[config.mk]
export PLATFORM = sky130hd
export DESIGN_NAME = comparador_serial_bytes
export DESIGN_NICKNAME = d
export VERILOG_FILES = /design/src/rtl/comparador_serial_bytes_pkg.sv /design/src/rtl/Comparador8bits.sv /design/src/rtl/comparador_serial_bytes.sv
export SDC_FILE = /design/constraint.sdc
export NUM_CORES = 1
export LEC_CHECK = 0
export BUFFER_PORTS_ARGS = -buffer_cell sky130_fd_sc_hd__buf_2
export CORE_UTILIZATION = 45
export CTS_CLUSTER_DIAMETER = 60
export DETAILED_ROUTE_END_ITERATION = 7
export GPL_TIMING_DRIVEN = 0
export PLACE_DENSITY = 0.76
export SLEW_MARGIN = 20
export SYNTH_ARGS = -nofsm -noshare
export SYNTH_HDL_FRONTEND = slang
export SYNTH_SLANG_ARGS = --single-unit
[constraint.sdc]
create_clock -name clk -period 2 [get_ports clk]
set_clock_uncertainty 0.2 [all_clocks]
set_input_delay 0.5 -clock clk [delete_from_list [all_inputs] [get_ports clk]]
set_output_delay 0.5 -clock clk [all_outputs]
set_load 0.05 [all_outputs]
[src/rtl/comparador_serial_bytes_pkg.sv]
// Shared definitions for the byte-serial magnitude comparator.
package comparador_serial_bytes_pkg;

   localparam int unsigned BYTE_W  = 8;
   localparam int unsigned FLAGS_W = 3;

   // Flag-vector bit positions
   localparam int unsigned IGUAL = 0;
   localparam int unsigned MAYOR = 1;
   localparam int unsigned MENOR = 2;

   // FSM encodings
   localparam logic [0:0] ESPERA  = 1'b0;
   localparam logic [0:0] COMPARA = 1'b1;

   // Cascade value loaded at the start of an operation: "equal so far"
   localparam logic [FLAGS_W-1:0] FLAGS_IGUAL = FLAGS_W'(1) << IGUAL;

endpackage

[src/rtl/Comparador8bits.sv]
// 8-bit cascade comparator slice: a local difference wins, otherwise the cascade passes through.
module Comparador8bits
   import comparador_serial_bytes_pkg::*;
(
   input  logic [BYTE_W-1:0]  a,
   input  logic [BYTE_W-1:0]  b,
   input  logic [FLAGS_W-1:0] cascada,
   output logic [FLAGS_W-1:0] resultado_c
);

   // Local byte comparison overriding the incoming cascade
   always_comb begin
      resultado_c = cascada;
      if (a > b) begin
         resultado_c        = '0;
         resultado_c[MAYOR] = 1'b1;
      end else if (a < b) begin
         resultado_c        = '0;
         resultado_c[MENOR] = 1'b1;
      end
   end

endmodule

[src/rtl/comparador_serial_bytes.sv]
// Multi-byte magnitude comparator processing one byte per clock, LSB byte first.
module comparador_serial_bytes
   import comparador_serial_bytes_pkg::*;
#(
   parameter int unsigned BYTES = 4
) (
   input  logic                    clk,
   input  logic                    rst_n,
   input  logic                    inicio,
   input  logic                    signo,
   input  logic [BYTE_W*BYTES-1:0] a,
   input  logic [BYTE_W*BYTES-1:0] b,
   output logic                    ocupado,
   output logic                    listo,
   output logic                    igual_o,
   output logic                    mayor_o,
   output logic                    menor_o
);

   localparam int unsigned OP_W  = BYTE_W * BYTES;
   localparam int unsigned IDX_W = (BYTES > 1) ? $clog2(BYTES) : 1;
   localparam logic [IDX_W-1:0] IDX_ULTIMO = IDX_W'(BYTES - 1);

   logic [0:0]         estado,    estado_d;
   logic [IDX_W-1:0]   idx,       idx_d;
   logic [OP_W-1:0]    op_a,      op_a_d;
   logic [OP_W-1:0]    op_b,      op_b_d;
   logic               signo_r,   signo_d;
   logic [FLAGS_W-1:0] cascada,   cascada_d;
   logic [FLAGS_W-1:0] resultado, resultado_d;
   logic               ocupado_d, listo_d;

   logic               ultimo_c;
   logic [BYTE_W-1:0]  byte_a_c, byte_b_c;
   logic [FLAGS_W-1:0] slice_c;

   // Current byte sits at the bottom of the shifting operand registers;
   // in signed mode the top byte gets its sign bit flipped to bias the compare
   always_comb begin
      ultimo_c = (idx == IDX_ULTIMO);
      byte_a_c = op_a[BYTE_W-1:0];
      byte_b_c = op_b[BYTE_W-1:0];
      if (signo_r && ultimo_c) begin
         byte_a_c[BYTE_W-1] = ~byte_a_c[BYTE_W-1];
         byte_b_c[BYTE_W-1] = ~byte_b_c[BYTE_W-1];
      end
   end

   Comparador8bits u_slice (
      .a           (byte_a_c),
      .b           (byte_b_c),
      .cascada     (cascada),
      .resultado_c (slice_c)
   );

   // State and datapath registers
   always_ff @(posedge clk or negedge rst_n) begin
      if (!rst_n) begin
         estado    <= ESPERA;
         idx       <= '0;
         op_a      <= '0;
         op_b      <= '0;
         signo_r   <= 1'b0;
         cascada   <= FLAGS_IGUAL;
         resultado <= '0;
         ocupado   <= 1'b0;
         listo     <= 1'b0;
      end else begin
         estado    <= estado_d;
         idx       <= idx_d;
         op_a      <= op_a_d;
         op_b      <= op_b_d;
         signo_r   <= signo_d;
         cascada   <= cascada_d;
         resultado <= resultado_d;
         ocupado   <= ocupado_d;
         listo     <= listo_d;
      end
   end

   // Next-state and next-output logic
   always_comb begin
      estado_d    = estado;
      idx_d       = idx;
      op_a_d      = op_a;
      op_b_d      = op_b;
      signo_d     = signo_r;
      cascada_d   = cascada;
      resultado_d = resultado;
      ocupado_d   = ocupado;
      listo_d     = 1'b0;

      case (estado)
         ESPERA: begin
            if (inicio) begin
               op_a_d    = a;
               op_b_d    = b;
               signo_d   = signo;
               idx_d     = '0;
               cascada_d = FLAGS_IGUAL;
               ocupado_d = 1'b1;
               estado_d  = COMPARA;
            end
         end
         COMPARA: begin
            cascada_d = slice_c;
            idx_d     = idx + IDX_W'(1);
            op_a_d    = op_a >> BYTE_W;
            op_b_d    = op_b >> BYTE_W;
            if (ultimo_c) begin
               resultado_d = slice_c;
               listo_d     = 1'b1;
               ocupado_d   = 1'b0;
               estado_d    = ESPERA;
            end
         end
         default: estado_d = ESPERA;
      endcase
   end

   assign igual_o = resultado[IGUAL];
   assign mayor_o = resultado[MAYOR];
   assign menor_o = resultado[MENOR];

endmodule
==> flow_metrics.env <==
export IMPL_status="finished, violations left"
export IMPL_violations="negative setup slack"
export IMPL_post_drt_wl_per_cell_um=15.3
export IMPL_place_area_um2=4030
export IMPL_p_leak_nw=2.20
export IMPL_cts_sinks=76
export IMPL_yosysTopAreaCell="dfrtp_1"
export IMPL_h_tree_depth=3
export IMPL_worstSetupStartpointType="register"
export IMPL_yosysSeqAreaShare_pct=54.0
export IMPL_cts_buffers=9
export IMPL_fin_crit_sh_pct=104
export IMPL_met2_usage_pct=33.6
export IMPL_ioPinCount=73
export IMPL_intPower_mw=3.65
export IMPL_fin_ws_ps=-78.7
export IMPL_final_max_slew_viol_count=0
export IMPL_power_density_nw_per_um2=1340
export IMPL_synth_top_area_share_pct=53.3
export IMPL_n_fill_cell=681
export IMPL_cp_slowest_cell="dfrtp_1"
export IMPL_rsz0062_at_grt="true"
export IMPL_synthCells=332
export IMPL_vias_per_cell=5.11
export IMPL_timing_rr_end="cascada[2]"
export IMPL_comb_power_share_pct=37.5
export IMPL_finalNetCount=495
export IMPL_grt_use_met1_pct=27.5
export IMPL_antenna_found_initial=0
export IMPL_place_ws_ps=-134
export IMPL_gp_congestion=0.832
export IMPL_stdcell_area_um2=4300
export IMPL_drtIter0Drc=191
export IMPL_max_cap_violations=0
export IMPL_syn_to_final_growth_pct=22.1
export IMPL_die_h_um=90.5
export IMPL_finalCoreUtilization_pct=58.1
export IMPL_regArea_um2=1900
export IMPL_remaining_drc_errors=0
export IMPL_pwr_share_clk_pct=20.2
export IMPL_startpoint="op_b[2]"
export IMPL_r2r_start="op_b[2]"
export IMPL_seqPwrFrac_pct=42.3
export IMPL_cts_root_buffer="clkbuf_8"
export IMPL_hp_class="in2reg"
export IMPL_ys_warn_count=0
export IMPL_ant_nets=0
export IMPL_antenna_cells=0
export IMPL_power_mw=5.77
export IMPL_syn_area_per_cell_um2=10.6
export IMPL_die_area_um2=8190
export IMPL_grt_start_max_net_pins=52
export IMPL_grt_total_usage_pct=20.7
export IMPL_max_freq_mhz=481
export IMPL_setup_viol_count_final=5
export IMPL_netlist_area_um2=3520
export IMPL_critical_path_arrival_ps=2150
export IMPL_ys_seq_elements=76
export IMPL_busiest_layer="met2"
export IMPL_max_slew_margin_pct=67.2
export IMPL_num_rows=31
export IMPL_initial_core_util_pct=47.6
export IMPL_worstMarginPinSlew_ps=492
export IMPL_critPathKind="reg2reg"
export IMPL_synth_cell_types=32
export IMPL_reg2reg_depth=7
export IMPL_grt_pass1_wl_um=13100
export IMPL_swShare_pct=36.7
export IMPL_multi_input_area_um2=1530
export IMPL_cts_path_max_buffers=2
export IMPL_cts_tree="built"
export IMPL_finalHoldViolCount=0
export IMPL_layout_drive_gt1_share_pct=25.5
export IMPL_grt_pass1_vias=2694
export IMPL_coreArea_um2=7410
export IMPL_required_ps=2070
export IMPL_chipWidth_um=90.5
export IMPL_min_period_ps=2080
export IMPL_clk_pin_slew_worst_paths_ps=80
export IMPL_synthTopCellsByArea="dfrtp_1 53%, mux2i_1 18%, o21ai_0 7.0%, nand2_1 5.9%, ha_1 2.8%"
export IMPL_dpl_hpwl_um=5880
export IMPL_critical_path_peak_fanout=4
export IMPL_regToRegSetupSlack_ps=-80
export IMPL_endpoint_kind="register"
export IMPL_use_met3_pct=4.38
export IMPL_crit_end="cascada[2]"
export IMPL_port_buffers=71
export IMPL_crit_chain="inv_2 -> ha_4 -> a21o_1 -> a221o_1 -> a211o_1 -> a21boi_4 -> mux2i_2"
export IMPL_clock_latency_ps=350
export IMPL_num_vias=2674
export IMPL_synthesis_nets=408
export IMPL_ir_drop_uv=508
export IMPL_grt_overflow_total=0
export IMPL_wl_um=7990
export IMPL_slowest_delay_ps=400
export IMPL_netSwitchingPower_mw=2.12
export IMPL_first_pass_iters=4
[power groups by stage]
stage                     logic [mW]  registers, mW  clock network, mW
final                           2.17           2.44               1.17
after global routing            2.41           2.51               1.25
after CTS                       2.16           2.44               1.18
after detailed placement        1.98           2.45                  0
after global placement          1.90           2.43                  0
after floorplan                 1.36           2.47                  0
[flip-flops by register name, summed over array words and instances, names as in the netlist]
register   count
cascada        3
listo          1
signo_r        1
ocupado        1
resultado      3
op_b          32
op_a          32
estado         1
idx            2
[cell usage after synthesis (all sizes together)]
| library cell | instances |
|---|---|
| a211o | 1 |
| a21boi | 1 |
| a21o | 1 |
| a21oi | 3 |
| a221o | 1 |
| a22o | 1 |
| a32o | 1 |
| and2b | 1 |
| and3 | 2 |
| buf | 9 |
| clkbuf | 12 |
| dfrtp | 75 |
| dfstp | 1 |
| ha | 8 |
| inv | 10 |
| mux2 | 1 |
| mux2i | 66 |
| nand2 | 55 |
| nand2b | 2 |
| nand3 | 4 |
| nor2 | 20 |
| nor2b | 1 |
| o211ai | 1 |
| o21ai | 52 |
| o21bai | 1 |
| o22ai | 1 |
| xor2 | 1 |
[how the worst min path moves through the flow]
stage,from,endpoint,slack (ps),depth (start not counted)
after floorplan,rst_n,cascada[1],4,0
after global placement,op_a[23],op_a[15],260,2
after detailed placement,rst_n,op_a[25],240,1
after CTS,b[24],op_b[24],180,3
after global routing,b[24],op_b[24],190,3
final,b[24],op_b[24],180,3
[cell usage in the layout (no fill, tap or decap), types with 2 or more instances in the layout]
cell,synthesis,final
ha_1,8,5
mux2i_1,65,65
clkinv_2,0,2
clkbuf_1,12,14
o21ai_1,3,3
clkbuf_8,0,10
buf_2,6,76
inv_1,10,7
dfrtp_1,75,75
nand3_1,4,4
o21ai_0,49,49
buf_4,1,5
ha_4,0,3
a21oi_1,3,3
nand2b_1,2,2
nor2_1,20,20
nand2_1,55,55
inv_2,0,3
[layer usage]
layer  part of all wire, %  routed length (µm)
met1                    46                3680
met2                    49                3930
met3                   3.6                 286
met4                   1.2                  92
met5                     0                   0
[cells by family (layout without fill, tap and decap cells)]
kind of cell / after synthesis / in the layout / synth area share (%)
buffers and inverters: 31 / 123 / 3.84
XOR/XNOR: 1 / 1 / 0.249
AO/OA/AOI/OAI: 64 / 64 / 10.2
AND/OR/NAND/NOR: 85 / 85 / 9.66
adder cells (fa/ha/maj): 8 / 8 / 2.84
flip-flops: 76 / 76 / 54.0
multiplexers: 67 / 67 / 19.2
[stage by stage]
| step | hold slack (ps) | cells | TNS [ps] |
|---|---|---|---|
| floorplan | 4.41 | 332 | 0 |
| global placement | 265 | 502 | -17970 |
| detailed placement | 238 | 503 | -437 |
| CTS | 177 | 523 | -73.7 |
| global route | 190 | 523 | -451 |
| finish | 184 | 523 | -153 |
[cell type report]
cell class | instances | area share [%]
repair buffers | 76 | 9.71
well taps | 99 | 2.88
clock buffers | 12 | 3.37
clock inverters | 4 | 1.13
plain buffers | 21 | 2.27
flip-flops and latches | 76 | 44.2
inverters | 10 | 0.873
multi-input cells | 225 | 35.5
[timing repair]
action	CTS	global route
pin swaps	6	0
resized for setup	7	0
endpoints found under the hold margin	25	0
hold buffers	1	0
endpoints found under the setup margin	6	6
buffers inserted	3	0
[critical path: cells and delay by family, from the launching register on]
| family | cells | cell delay (ps) |
|---|---|---|
| DFF | 1 | 400 |
| adders and majority gates | 1 | 210 |
| muxes | 1 | 130 |
| AOI/OAI and AO/OA | 4 | 960 |
| buffers and inverters | 1 | 100 |
No activity file was read; power rests on OpenSTA's default activity.
